## config.mk

```make
export PLATFORM = sky130hd
export DESIGN_NAME = input_vc_ctrl_fsm
export DESIGN_NICKNAME = d
export VERILOG_FILES = /design/src/rtl/input_vc_ctrl_fsm.sv
export SDC_FILE = /design/constraint.sdc
export NUM_CORES = 1
export LEC_CHECK = 0
export BUFFER_PORTS_ARGS = -buffer_cell sky130_fd_sc_hd__buf_2
export CAP_MARGIN = 20
export CORE_MARGIN = 1.5
export CORE_UTILIZATION = 45
export CTS_CLUSTER_DIAMETER = 50
export DETAILED_ROUTE_END_ITERATION = 12
export HOLD_SLACK_MARGIN = 0.12
export PLACE_DENSITY = 0.95
export SLEW_MARGIN = 20
export SYNTH_ARGS = -nofsm -noshare
export SYNTH_HDL_FRONTEND = slang
export SYNTH_SLANG_ARGS = --single-unit
```

## constraint.sdc

```tcl
create_clock -name clk -period 5.6 [get_ports clk]
set_clock_uncertainty 0.15 [all_clocks]
set_input_delay 0.56 -clock clk [delete_from_list [all_inputs] [get_ports clk]]
set_output_delay 0.56 -clock clk [all_outputs]
set_load 0.01 [all_outputs]
```

## src/rtl/input_vc_ctrl_fsm.sv

```systemverilog
// Input VC controller for one VC of an N-port wormhole router: sequences each
// packet through RC, VA and SA, holds route/VC for the packet and pops the FIFO.
module input_vc_ctrl_fsm #(
    parameter int DW    = 32,
    parameter int N     = 5,
    parameter int V     = 4,
    parameter int DST_W = 8,
    parameter int CNT_W = 8
) (
    input  logic             clk,
    input  logic             rstn,
    input  logic [DW-1:0]    flit_data,
    input  logic             flit_valid,
    output logic             flit_pop,
    output logic [DST_W-1:0] rc_dst,
    output logic             rc_valid,
    input  logic [N-1:0]     rc_port,
    input  logic [V-1:0]     rc_vc_mask,
    output logic             va_req,
    output logic [N-1:0]     va_port,
    output logic [V-1:0]     va_vc_mask,
    input  logic             va_grant,
    input  logic [V-1:0]     va_vc,
    output logic [N-1:0]     sa_req,
    input  logic             sa_grant,
    output logic [V-1:0]     out_vc,
    input  logic [N*V-1:0]   vc_ready_all,
    output logic [CNT_W-1:0] flit_cnt,
    output logic [1:0]       state_o,
    output logic             err
);

    typedef enum logic [1:0] {
        S_IDLE   = 2'd0,
        S_VA     = 2'd1,
        S_ACTIVE = 2'd2,
        S_UNUSED = 2'd3
    } state_e;

    localparam logic [1:0]       T_HEAD   = 2'b10;
    localparam logic [1:0]       T_TAIL   = 2'b01;
    localparam logic [1:0]       T_SINGLE = 2'b11;
    localparam logic [V-1:0]     V_ONE    = {{(V-1){1'b0}}, 1'b1};
    localparam logic [CNT_W-1:0] CNT_ONE  = {{(CNT_W-1){1'b0}}, 1'b1};

    state_e           state_q, state_d;
    logic [N-1:0]     out_port_q, out_port_d;
    logic [V-1:0]     vc_mask_q, vc_mask_d;
    logic [V-1:0]     out_vc_q, out_vc_d;
    logic [CNT_W-1:0] flit_cnt_q, flit_cnt_d;

    logic [1:0] flit_type;
    logic       is_head, is_single, is_tail;
    logic       rdy;
    logic       va_vc_onehot;
    logic       unused_flit_bits;

    assign flit_type        = flit_data[DW-1:DW-2];
    assign is_head          = (flit_type == T_HEAD);
    assign is_single        = (flit_type == T_SINGLE);
    assign is_tail          = (flit_type == T_TAIL);
    assign rc_dst           = flit_data[DST_W-1:0];
    assign va_vc_onehot     = (va_vc != '0) && ((va_vc & (va_vc - V_ONE)) == '0);
    assign unused_flit_bits = ^flit_data[DW-3:DST_W];

    assign state_o  = state_q;
    assign out_vc   = out_vc_q;
    assign flit_cnt = flit_cnt_q;

    // Downstream readiness of the held VC on the held port only.
    always_comb begin
        rdy = 1'b0;
        for (int p = 0; p < N; p++) begin
            if (out_port_q[p] && ((vc_ready_all[p*V +: V] & out_vc_q) != '0)) begin
                rdy = 1'b1;
            end
        end
    end

    always_comb begin
        // NOTE: every output and next-state signal gets a default first so no latch is inferred.
        state_d    = state_q;
        out_port_d = out_port_q;
        vc_mask_d  = vc_mask_q;
        out_vc_d   = out_vc_q;
        flit_cnt_d = flit_cnt_q;
        rc_valid   = 1'b0;
        va_req     = 1'b0;
        va_port    = '0;
        va_vc_mask = '0;
        sa_req     = '0;
        flit_pop   = 1'b0;
        err        = 1'b0;

        case (state_q)
            S_IDLE: begin
                if (flit_valid) begin
                    if (is_head || is_single) begin
                        rc_valid   = 1'b1;
                        out_port_d = rc_port;
                        vc_mask_d  = rc_vc_mask;
                        state_d    = S_VA;
                    end else begin
                        flit_pop = 1'b1;
                        err      = 1'b1;
                    end
                end
            end
            S_VA: begin
                va_req     = 1'b1;
                va_port    = out_port_q;
                va_vc_mask = vc_mask_q;
                if (va_grant) begin
                    if (va_vc_onehot) begin
                        out_vc_d = va_vc;
                        state_d  = S_ACTIVE;
                    end else begin
                        err = 1'b1;
                    end
                end
            end
            S_ACTIVE: begin
                if (flit_valid && rdy) begin
                    sa_req = out_port_q;
                end
                // The packet's own head is still queued while the count is zero;
                // any later HEAD is a stray and is forwarded as a body flit.
                if (flit_valid && is_head && (flit_cnt_q != '0)) begin
                    err = 1'b1;
                end
                if (sa_grant && (sa_req != '0)) begin
                    flit_pop   = 1'b1;
                    flit_cnt_d = (&flit_cnt_q) ? flit_cnt_q : flit_cnt_q + CNT_ONE;
                    if (is_tail || is_single) begin
                        state_d    = S_IDLE;
                        out_vc_d   = '0;
                        out_port_d = '0;
                        flit_cnt_d = '0;
                    end
                end
            end
            default: state_d = S_IDLE;
        endcase

        // Nothing may be requested or popped while reset is held.
        if (!rstn) begin
            rc_valid   = 1'b0;
            va_req     = 1'b0;
            va_port    = '0;
            va_vc_mask = '0;
            sa_req     = '0;
            flit_pop   = 1'b0;
            err        = 1'b0;
        end
    end

    // NOTE: sequential state uses non-blocking assignments so every flop samples pre-edge values.
    always_ff @(posedge clk or negedge rstn) begin
        if (!rstn) begin
            state_q    <= S_IDLE;
            out_port_q <= '0;
            vc_mask_q  <= '0;
            out_vc_q   <= '0;
            flit_cnt_q <= '0;
        end else begin
            state_q    <= state_d;
            out_port_q <= out_port_d;
            vc_mask_q  <= vc_mask_d;
            out_vc_q   <= out_vc_d;
            flit_cnt_q <= flit_cnt_d;
        end
    end

endmodule
```

==> results.md, run 1 <==
- Status: finished clean
- CTS sink cnt: 23
- Synthesized flop and latch total: 23
- Boundary Pins: 110
- Post-Syn Nets: 233
- Mux cell area share after synthesis: 0.03794
- Chip height: between 60 and 70 um
- Leakage: 1.002 nW
- FP Rows: 21
- Worst R2R End: flit_cnt[0]$_DFFE_PN0P_
- Share of the synthesized area in the top cell type: 0.3636
- Commonest non-fill, non-tap cell in the layout: buf_2
- Clock Latency Late Sink: 0.31 ns
- ANT cells: 0
- XOR/XNOR Fraction of Synth Area: 0.005534
- GRT Total Usage: 0.1995
- Power Density: 386.3 nW/um^2
- Effective utilization at floorplan: 0.4706
- # port buffers: slightly above 70
- Sequential power share: 0.426
- Initial antenna violation count: 0
- Worst setup SP type: input pin
- Worst EP required: 4.89 ns
- Drt pass-1 iters: 4
- Most frequent cells in the layout: 71 x buf_2, 23 x dfrtp_1, 13 x and3_1, 13 x a22o_1, 12 x nor2_1
- Mapped cell area: around 1600 um^2
- Comb pwr share: 0.471
- Number of synthesized flops with an enable pin: 0
- WP data arrival: roughly 2.3 ns
- DRT iter0 DRCs: around 70
- Placer congestion estimate: approximately 0.90
- WL final: approximately 3700 um
- Max Cap Viol: 0
- Fmax: ~330 MHz
- Post-Synth Adder-Cell Area: 0.01581
- Pin count of the biggest net entering global routing: 38
- Largest family of logic cells by synthesized area: compound AO/OA/AOI/OAI gates
- R2R Path Start: flit_cnt[0]$_DFFE_PN0P_
- Max Root-Sink Buffers: 2
- DR vias/cell: around 5.6
- R2R Setup Slk: roughly 3.5 ns
- DIE AREA: between 3000 and 4000 um^2
- Dpl ws: 3.044 ns
- Final period utilization: 0.5396
- CP max FO: 37
- Synth cell types: 52
- Hold Path Class: in -> reg
- Fin nets: 296
- Critical path class: in -> out
- RSZ-0062 raised after global routing: no
- Core Area: 3363 um^2
- Mean Syn Cell Area: around 9.8 um^2
- Routed len/inst: around 14 um
- Layout cells sized above 1: 0.4260
- Crit path from: rstn
- Die Width: 62.31 um
- Final min period: just over 3 ns
- Root Driver: clkbuf_4
- Cells after Synth: 161
- Simple-gate share of the synthesized area: 0.2166
- P&R area growth vs syn: 22.45%
- Synth area leader: dfrtp_1
- Final setup viols: 0
- CP endpoint: sa_req[3]
- Synth area leaders: dfrtp_1 36%, a22o_1 7.2%, and3_1 5.1%
- Peak VDD IR: between 0.2 and 0.25 mV
- CTS Buf Count: 3
- Primary FF master, synth: dfrtp_1
- CTS tree: built
- DR vias: between 1500 and 2000
- Final hold vios: 0
- PnR worst setup slack: ~2.6 ns
- Final Util: 0.5763
- Fin cells: 269
- Clock share of power: 0.103
- Switching Share: 0.4221
- Worst-path clk slew: 0.12 ns
- Htree depth: 1
- Global-route wire length before repair: ~6300 um
- Placed Cells: 264
- Grt total ovfl: 0
- P_int: 432.7 uW
- Switch Pwr: between 300 and 400 uW
- Vias in the first global route: between 1000 and 1500
- Share of flip-flops with an asynchronous set or reset: 1.000
- DRC viols: 0
- Slew @ Worst Pin: around 0.65 ns
- Max transition margin: 0.5684
- YS warnings: 0
- Fillers: ~320
- Reg2reg path depth: 5
- Max Transition Viols Final: 0
- Setup tns final: 0 ns
- DPL Wire Length: ~2900 um
- Seq/Total Area, Yosys: 0.3636
- Post-route ant nets: 0
- Setup crit end kind: primary output
- Compound-Gate Fraction of Synth Area: 0.2846
## timing repair
item / in CTS / in global routing
hold endpoints to repair: 23 / 0
gates resized for setup: 0 / 0
buffers inserted: 0 / 0
hold buffers: 1 / 0
## worst min path at each step
stage	start	end	slack, ns	cells after the start
after floorplan	rstn	flit_cnt[0]$_DFFE_PN0P_	0.11	0
after global placement	vc_mask_q[3]$_DFFE_PN0P_	vc_mask_q[3]$_DFFE_PN0P_	0.33	1
after detailed placement	vc_mask_q[3]$_DFFE_PN0P_	vc_mask_q[3]$_DFFE_PN0P_	0.35	1
after CTS	rc_port[4]	out_port_q[4]$_DFFE_PN0P_	0.31	2
after global routing	rc_vc_mask[1]	vc_mask_q[1]$_DFFE_PN0P_	0.31	2
final	rc_port[1]	out_port_q[1]$_DFFE_PN0P_	0.32	2
## metrics by stage
| step | power [mW] | hold WS (ns) | area [um^2] |
|---|---|---|---|
| after floorplan | 0.5658 | 0.1144 | 1583 |
| after global placement | 0.6633 | 0.3323 | 1902 |
| after detailed placement | 0.6750 | 0.3460 | 1902 |
| after CTS | 0.7554 | 0.3062 | 1938 |
| after global routing | 0.8061 | 0.3114 | 1938 |
| final | 0.7487 | 0.3198 | 1938 |
## cells by family (layout without fill, tap and decap cells)
group / count (synthesis) / in the layout
XOR/XNOR: 1 / 1
flip-flops: 23 / 23
multiplexers: 5 / 5
buffers and inverters: 21 / 83
AND/OR/NAND/NOR: 58 / 58
adder cells (fa/ha/maj): 2 / 2
AO/OA/AOI/OAI: 51 / 51
## synth_stat cells (all sizes together) (4+ instances only)
| master | n |
|---|---|
| and3 | 13 |
| and2 | 6 |
| a22o | 17 |
| nand3 | 7 |
| o21ai | 9 |
| o22a | 5 |
| inv | 7 |
| a31oi | 4 |
| nor2 | 13 |
| nor3 | 4 |
| buf | 12 |
| mux2 | 5 |
| dfrtp | 23 |
## power by group through the flow
stage / combinational [mW] / sequential, mW / clock, mW
finish: 0.353 / 0.319 / 0.0773
global route: 0.389 / 0.332 / 0.0854
CTS: 0.356 / 0.318 / 0.0813
detailed placement: 0.353 / 0.322 / 0
global placement: 0.344 / 0.319 / 0
floorplan: 0.258 / 0.308 / 0
## state kept, by name (all words and copies together) (netlist names)
signal	flops
flit_cnt	8
out_port_q	5
out_vc	4
vc_mask_q	4
state_o	2
## worst max-delay path: stages
cell           delay [ns]
dlygate4sd3_1        0.52
buf_2                0.52
nand3_1              0.13
nor2_1               0.28
and2_1               0.17
buf_2                0.12
## cell type report
class | instances | area (um^2) | area share
sequential | 23 | 575.6 | 0.2970
timing repair buffer | 72 | 365.4 | 0.1885
inverter | 7 | 26.28 | 0.01356
clock buffer | 4 | 26.28 | 0.01356
tap | 46 | 57.56 | 0.02970
multi-input combinational | 117 | 887.1 | 0.4577
## metal layers
metal	share of wire	GRT usage
met5	0	0
met4	0.010	0.06389
met3	0.077	0.03261
met2	0.49	0.3356
met1	0.43	0.2640
Power figures use the tool's default switching activity.
==> run 2, diff against run 1 <==
--- a/config.mk
+++ b/config.mk
@@ -5,14 +5,15 @@
 export SDC_FILE = /design/constraint.sdc
 export NUM_CORES = 1
 export LEC_CHECK = 0
+export ABC_AREA = 1
 export BUFFER_PORTS_ARGS = -buffer_cell sky130_fd_sc_hd__buf_2
 export CAP_MARGIN = 20
 export CORE_MARGIN = 1.5
-export CORE_UTILIZATION = 45
+export CORE_UTILIZATION = 38
 export CTS_CLUSTER_DIAMETER = 50
 export DETAILED_ROUTE_END_ITERATION = 12
 export HOLD_SLACK_MARGIN = 0.12
-export PLACE_DENSITY = 0.95
+export PLACE_DENSITY = 0.89
 export SLEW_MARGIN = 20
 export SYNTH_ARGS = -nofsm -noshare
 export SYNTH_HDL_FRONTEND = slang
==> constraint.sdc (replaced) <==
create_clock -name clk -period 2.6 [get_ports clk]
set_clock_uncertainty 0.15 [all_clocks]
set_input_delay 0.26 -clock clk [delete_from_list [all_inputs] [get_ports clk]]
set_output_delay 0.26 -clock clk [all_outputs]
set_load 0.01 [all_outputs]
==> run 2 against run 1 <==
Effect of this change:
- sequential cell count is the same
- synthesized cell count grew 47%
- routed wire length increased by 8.1%
- worst hold slack got worse by 0.11 ns
- global-route usage fell by 2.3 points
- combinational power increased by 130%
- total power rose by 120%
- cell area up 10%
- critical path depth up 5
- largest cell class unchanged
- sequential share of layout area down 2.7 points
- clock power rose to 2.8 times the previous value
- synthesized area up 2.8%
==> results.md, run 2 <==
- Commonest cells post-synth: 85 x nand2_1, 30 x nor2_1, 23 x dfrtp_1, 23 x inv_1, 17 x nand3_1
- P_int: 912.7 uW (+110%)
- Final period utilization: 0.8980
- Slew @ Worst Pin: 0.4252 ns (-0.2198 ns)
- Switching Share: 0.4492 (+0.02715)
- Post-Syn Nets: 309 (+33%)
- Worst-path clk slew: 0.08 ns (-0.04 ns)
- GR Layer Usage met2: 0.3209 (-0.01468)
- Grt peak-use layer: met2
- Fillers: 406 (+26%)
- Mapped cell area: 1628 um^2 (+2.8%)
- Met1 Track Usage GR: 0.2103 (-0.05371)
- Setup crit end kind: primary output
- Vias in the first global route: 1465 (+2.3%)
- Seq/Total Area, Yosys: 0.3536 (-0.01006)
- Drt pass-1 iters: 4 (unchanged)
- Share of the synthesized area in the top cell type: 0.3536 (-0.01006)
- DRC viols: 0 (unchanged)
- Die Width: 68.45 um (+9.9%)
- Max Transition Viols Final: 0 (unchanged)
- Max transition margin: 0.7129 (+0.1445)
- Root Driver: clkbuf_8
- Most common cell in the netlist: nand2_1
- Power Density: 776.3 nW/um^2 (+100%)
- Crit-path cells: nand2_1, nand2_1, nor2_1, nor2_1, a21oi_1, nand2_1, nand3_2, nor2_4, inv_1, a21oi_1, buf_2
- Worst EP required: 2.19 ns (-2.70 ns)
- DIE AREA: 4685 um^2 (+21%)
- DR vias: 1733 (+15%)
- Initial antenna violation count: 0 (unchanged)
- Cells after Synth: 237 (+47%)
- YS warnings: 0 (unchanged)
- Synth cell types: 32 (-38%)
- Layout cells sized above 1: 0.2898 (-0.1362)
- Mean Syn Cell Area: 6.868 um^2 (-30%)
- WP data arrival: 1.92 ns (-0.39 ns)
- R2R Setup Slk: 0.70 ns (-2.75 ns)
- M3 GR Usage: 0.02796 (-0.004648)
- FP Rows: 23 (+9.5%)
- Commonest non-fill, non-tap cell in the layout: nand2_1
- Fmax: 428.3 MHz
- Slowest stage delay, CP: 0.48 ns (-0.04 ns)
- Worst setup SP type: register
- Global-route wire length before repair: 6182 um (-2.3%)
- DR vias/cell: 4.761 (-15%)
- Critical path class: reg -> out
- Routed len/inst: 11.10 um (-20%)
- Final hold vios: 0 (unchanged)
- DRT iter0 DRCs: 75 (+10%)
- Peak VDD IR: 0.4171 mV (+100%)
- Comb pwr share: 0.497 (+0.026)
- Final setup viols: 0 (unchanged)
- Switch Pwr: 744.4 uW (+140%)
- Setup tns final: 0 ns (unchanged)
- Share of flip-flops with an asynchronous set or reset: 1.000 (unchanged)
- CTS Buf Count: 3 (unchanged)
- Final min period: between 2 and 2.5 ns
- Synthesized flop and latch total: 23 (unchanged)
- CP most frequent cell: nand2_1
- Synth area leaders: dfrtp_1 35%, nand2_1 20%, nor2_1 6.9%
- WL final: 4040 um (+8.1%)
- GRT Total Usage: 0.1768 (-0.02272)
- Effective utilization at floorplan: 0.4012 (-0.06944)
- ANT cells: 0 (unchanged)
- Max Cap Viol: 0 (unchanged)
- Number of synthesized flops with an enable pin: 0 (unchanged)
- Leakage: 1.218 nW (+22%)
- Placer congestion estimate: 0.8476 (-6.1%)
- Core Area: 4058 um^2 (+21%)
- Most frequent cells in the layout: 85 x nand2_1, 71 x buf_2, 30 x nor2_1
- Htree depth: 1 (unchanged)
- Chip height: 68.45 um (+9.9%)
- Fin nets: 387 (+31%)
- P&R area growth vs syn: 31.13%
- # port buffers: 71 (unchanged)
- Status: finished clean
- Clock Latency Late Sink: 0.26 ns (-0.05 ns)
- Pin count of the biggest net entering global routing: 24 (-37%)
- Synth area leader: dfrtp_1
- Max Root-Sink Buffers: 2 (unchanged)
- Post-CTS Setup Bufs: 0 (unchanged)
- Grt total ovfl: 0 (unchanged)
- CTS sink cnt: 23 (unchanged)
- RSZ-0062 raised after global routing: no
- DPL Wire Length: 3203 um (+12%)
- Primary FF master, synth: dfrtp_1
- Slowest CP cell: dfrtp_1
- CTS tree: built
- CTS resizes: 0 (unchanged)
- Hold WS: 0.2066 ns (-0.1132 ns)
- Final Util: 0.5261 (-0.05021)
- Hold Path Class: in -> reg
- Max reg flops: 8 (unchanged)
- Sequential power share: 0.372 (-0.054)
- Post-route ant nets: 0 (unchanged)
- Clock share of power: 0.131 (+0.028)
- PnR worst setup slack: 0.2651 ns (-2.313 ns)
- Boundary Pins: 110 (unchanged)
- CP max FO: 10 (-73%)
- Dpl ws: 0.5881 ns (-2.456 ns)
run 2: cell types whose count changed after synthesis, sizes merged, moves of 5 or more:
cell	delta
nand2	+84
nor2	+20
a22o	-17
inv	+16
and3	-13
nand3	+12
and2	-6
o21ai	-5
o22a	-5
run 2: routing by layer:
| layer | vias up | part of all wire | wire length [um] |
|---|---|---|---|
| met3 | 4 | 0.078 | 317 |
| met5 | - | 0 | 0 |
| met1 | 759 | 0.43 | 1753 |
| met4 | 0 | 0.0074 | 30 |
| met2 | 68 | 0.48 | 1938 |
| li1 | 902 | - | - |
run 2: critical path, delay by kind of cell (launching register included):
| family | cells | cell delay, ns |
|---|---|---|
| compound gates | 2 | 0.22 |
| buf+inv | 2 | 0.23 |
| flops | 1 | 0.48 |
| simple gates | 7 | 0.74 |
run 2: area by class of cell:
class	instances	area, um^2	area share
Clock buffer	3	41.29	0.01934
Clock inverter	1	5.005	0.002345
Inverter	24	90.09	0.04220
Multi-Input combinational cell	181	897.1	0.4203
Sequential cell	23	575.6	0.2696
Tap cell	50	62.56	0.02931
Timing Repair Buffer	82	462.9	0.2169
run 2: cells by family after synthesis:
group / Yosys count / synth area share
buf+inv: 33 / 0.09531
flops: 23 / 0.3536
fa+ha+maj: 2 / 0.01537
mux: 4 / 0.02767
xor+xnor: 7 / 0.03766
simple gates: 157 / 0.4274
compound gates: 11 / 0.04305
run 2: worst paths after layout:
check,startpoint,to,cells past startpoint
worst max-delay path,out_vc[1]$_DFFE_PN0P_,flit_pop,11
min in group asynchronous,rstn,flit_cnt[0]$_DFFE_PN0P_,3
worst min register to register,out_port_q[2]$_DFFE_PN0P_,out_port_q[2]$_DFFE_PN0P_,2
worst max register to register,flit_cnt[0]$_DFFE_PN0P_,flit_cnt[2]$_DFFE_PN0P_,9
max in group asynchronous,rstn,out_port_q[4]$_DFFE_PN0P_,3
worst min-delay path,va_vc[2],out_vc[2]$_DFFE_PN0P_,5
run 2: stage by stage:
step / power (mW) / instance area, um^2 / std cells
floorplan: 1.193 / 1628 / 237
global placement: 1.412 / 1988 / 350
detailed placement: 1.440 / 1988 / 350
CTS: 1.674 / 2135 / 364
global route: 1.828 / 2135 / 364
finish: 1.657 / 2135 / 364
run 2: power by group through the flow:
| stage | Clock (mW) | Combinational, mW | Sequential, mW |
|---|---|---|---|
| global placement | 0 | 0.797 | 0.615 |
| CTS | 0.225 | 0.832 | 0.617 |
| global route | 0.239 | 0.950 | 0.639 |
| detailed placement | 0 | 0.816 | 0.623 |
| floorplan | 0 | 0.576 | 0.617 |
| finish | 0.217 | 0.824 | 0.616 |
run 2: what timing repair did:
| action | CTS | global route |
|---|---|---|
| setup endpoints to repair | 0 | 0 |
| hold endpoints to repair | 32 | 0 |
| hold buffers | 10 | 0 |
==> run 3, diff against run 2 <==
--- a/config.mk
+++ b/config.mk
@@ -5,15 +5,16 @@
 export SDC_FILE = /design/constraint.sdc
 export NUM_CORES = 1
 export LEC_CHECK = 0
-export ABC_AREA = 1
+export ABC_AREA = 0
+export ABC_CLOCK_PERIOD_IN_PS = 2600
 export BUFFER_PORTS_ARGS = -buffer_cell sky130_fd_sc_hd__buf_2
 export CAP_MARGIN = 20
 export CORE_MARGIN = 1.5
-export CORE_UTILIZATION = 38
+export CORE_UTILIZATION = 37
 export CTS_CLUSTER_DIAMETER = 50
 export DETAILED_ROUTE_END_ITERATION = 12
 export HOLD_SLACK_MARGIN = 0.12
-export PLACE_DENSITY = 0.89
+export PLACE_DENSITY = 0.88
 export SLEW_MARGIN = 20
 export SYNTH_ARGS = -nofsm -noshare
 export SYNTH_HDL_FRONTEND = slang
==> run 3 against run 2 <==
Effect of this change:
- via count decreased by 10%
- clock-buffer cell count increased by 1
- register-to-register slack got worse by 0.28 ns
- routed wire length increased by 3.3%
==> results.md, run 3 (synthesized netlist as in run 1, its figures left out) <==
- Status: finished clean
- P&R area growth vs syn: 33.28%
- Leakage: 1.074 nW (-12%)
- Power Density: 812.3 nW/um^2 (+4.6%)
- Initial antenna violation count: 0 (unchanged)
- FP Rows: 23 (unchanged)
- WL final: 4175 um (+3.3%)
- Commonest non-fill, non-tap cell in the layout: buf_2
- Critical path class: reg -> out
- Hold Path Class: in -> reg
- Pin count of the biggest net entering global routing: 25 (+4.2%)
- Layout cells sized above 1: 0.4118 (+0.1220)
- Final period utilization: 0.9313 (+0.03327)
- DR vias: 1554 (-10%)
- Final hold vios: 0 (unchanged)
- PnR worst setup slack: 0.1786 ns (-0.08649 ns)
- Fin nets: 311 (-20%)
- Global-route wire length before repair: 6603 um (+6.8%)
- Drt pass-1 iters: 4 (unchanged)
- Worst EP required: 2.19 ns (about the same)
- CTS Buf Count: 3 (unchanged)
- ANT cells: 0 (unchanged)
- Routed len/inst: 14.50 um (+31%)
- Power after layout: 1.714 mW (+3.4%)
- Core Area: 4058 um^2 (unchanged)
- Fmax: 413.0 MHz (-3.6%)
- Dpl ws: 0.4306 ns (-0.1575 ns)
- DPL Wire Length: 3043 um (-5.0%)
- Peak VDD IR: 0.4445 mV (+6.6%)
- Worst-path clk slew: 0.08 ns (about the same)
- Post-CTS Setup Bufs: 0 (unchanged)
- WP data arrival: 2.01 ns (+0.09 ns)
- R2R Setup Slk: 0.42 ns (-0.28 ns)
- Root Driver: clkbuf_8
- DRT iter0 DRCs: 54 (-28%)
- Max transition margin: 0.6954 (-0.01755)
- Most frequent cells in the layout: 71 x buf_2, 23 x dfrtp_1, 14 x dlygate4sd3_1
- Chip height: 68.41 um (about the same)
- Die Width: 68.41 um (about the same)
- Boundary Pins: 110 (unchanged)
- Max reg flops: 8 (unchanged)
- CP max FO: 7 (-3)
- DR vias/cell: 5.396 (+13%)
- Setup crit end kind: primary output
- Post-route ant nets: 0 (unchanged)
- Max Transition Viols Final: 0 (unchanged)
- Worst setup SP type: register
- Max Root-Sink Buffers: 2 (unchanged)
- Hold WS: 0.1521 ns (-0.05453 ns)
- Grt total ovfl: 0 (unchanged)
- Clock Latency Late Sink: 0.27 ns (about the same)
- Slew @ Worst Pin: 0.4569 ns (+0.03172 ns)
- Max Cap Viol: 0 (unchanged)
- CTS tree: built
- GRT Total Usage: 0.1861 (+0.009326)
- Final min period: 2.421 ns (+0.08649 ns)
- Htree depth: 1 (unchanged)
- Final Util: 0.5199 (-0.006167)
- Final setup viols: 0 (unchanged)
- Vias in the first global route: 1412 (-3.6%)
- DRC viols: 0 (unchanged)
- Setup tns final: 0 ns (unchanged)
- CTS sink cnt: 23 (unchanged)
- RSZ-0062 raised after global routing: no
- Effective utilization at floorplan: 0.3901 (-0.01110)
- DIE AREA: 4679 um^2 (-0.13%)
- Placer congestion estimate: 0.8207 (-3.2%)
- # port buffers: 71 (unchanged)
-- run 3: cell type report --
class	count	area, um^2
fillers	392	1948
multi-input cells	117	889.6
flip-flops and latches	23	575.6
repair buffers	87	510.5
well taps	50	62.56
clock buffers	4	45.04
inverters	7	26.28
-- run 3: critical path, cell delays in order (launching register included) --
cell	delay [ns]
dfrtp_1	0.49
a22oi_1	0.16
a21boi_2	0.28
o211ai_2	0.16
o2bb2a_1	0.31
nor3b_1	0.18
buf_2	0.16
-- run 3: report_power, final --
| part | total, mW | switching, mW | internal [mW] |
|---|---|---|---|
| combinational | 0.794 | 0.393 | 0.400 |
| sequential | 0.694 | 0.199 | 0.495 |
| clock | 0.226 | 0.116 | 0.110 |
| total | 1.71 | 0.709 | 1.00 |
-- run 3: worst paths after layout --
path | end | cells after the start | startpoint
max | flit_pop | 6 | out_vc[2]$_DFFE_PN0P_
min | state_o[1]$_DFFE_PN0P_ | 3 | va_grant
max reg2reg | flit_cnt[0]$_DFFE_PN0P_ | 5 | flit_cnt[0]$_DFFE_PN0P_
min reg2reg | vc_mask_q[1]$_DFFE_PN0P_ | 1 | vc_mask_q[1]$_DFFE_PN0P_
max in group asynchronous | out_port_q[1]$_DFFE_PN0P_ | 3 | rstn
min in group asynchronous | state_o[1]$_DFFE_PN0P_ | 2 | rstn
-- run 3: through the flow --
stage          cells  area (um^2)
2_1_floorplan    161         1583
3_3_place_gp     270         1922
3_5_place_dp     270         1922
4_1_cts          288         2107
5_1_grt          288         2110
6_report         288         2110
-- run 3: routing by layer --
| metal | share of wire | track usage | wire length [um] | vias up |
|---|---|---|---|---|
| li1 | - | - | - | 755 |
| met1 | 0.45 | 0.2436 | 1870 | 748 |
| met2 | 0.49 | 0.3077 | 2048 | 46 |
| met3 | 0.049 | 0.03454 | 204 | 5 |
| met4 | 0.012 | 0.06000 | 52 | 0 |
| met5 | 0 | 0 | 0 | - |
-- run 3: timing repair --
item | CTS | global route
gates resized for setup | 0 | 1
endpoints found under the setup margin | 0 | 1
hold endpoints to repair | 36 | 0
hold buffers | 14 | 0
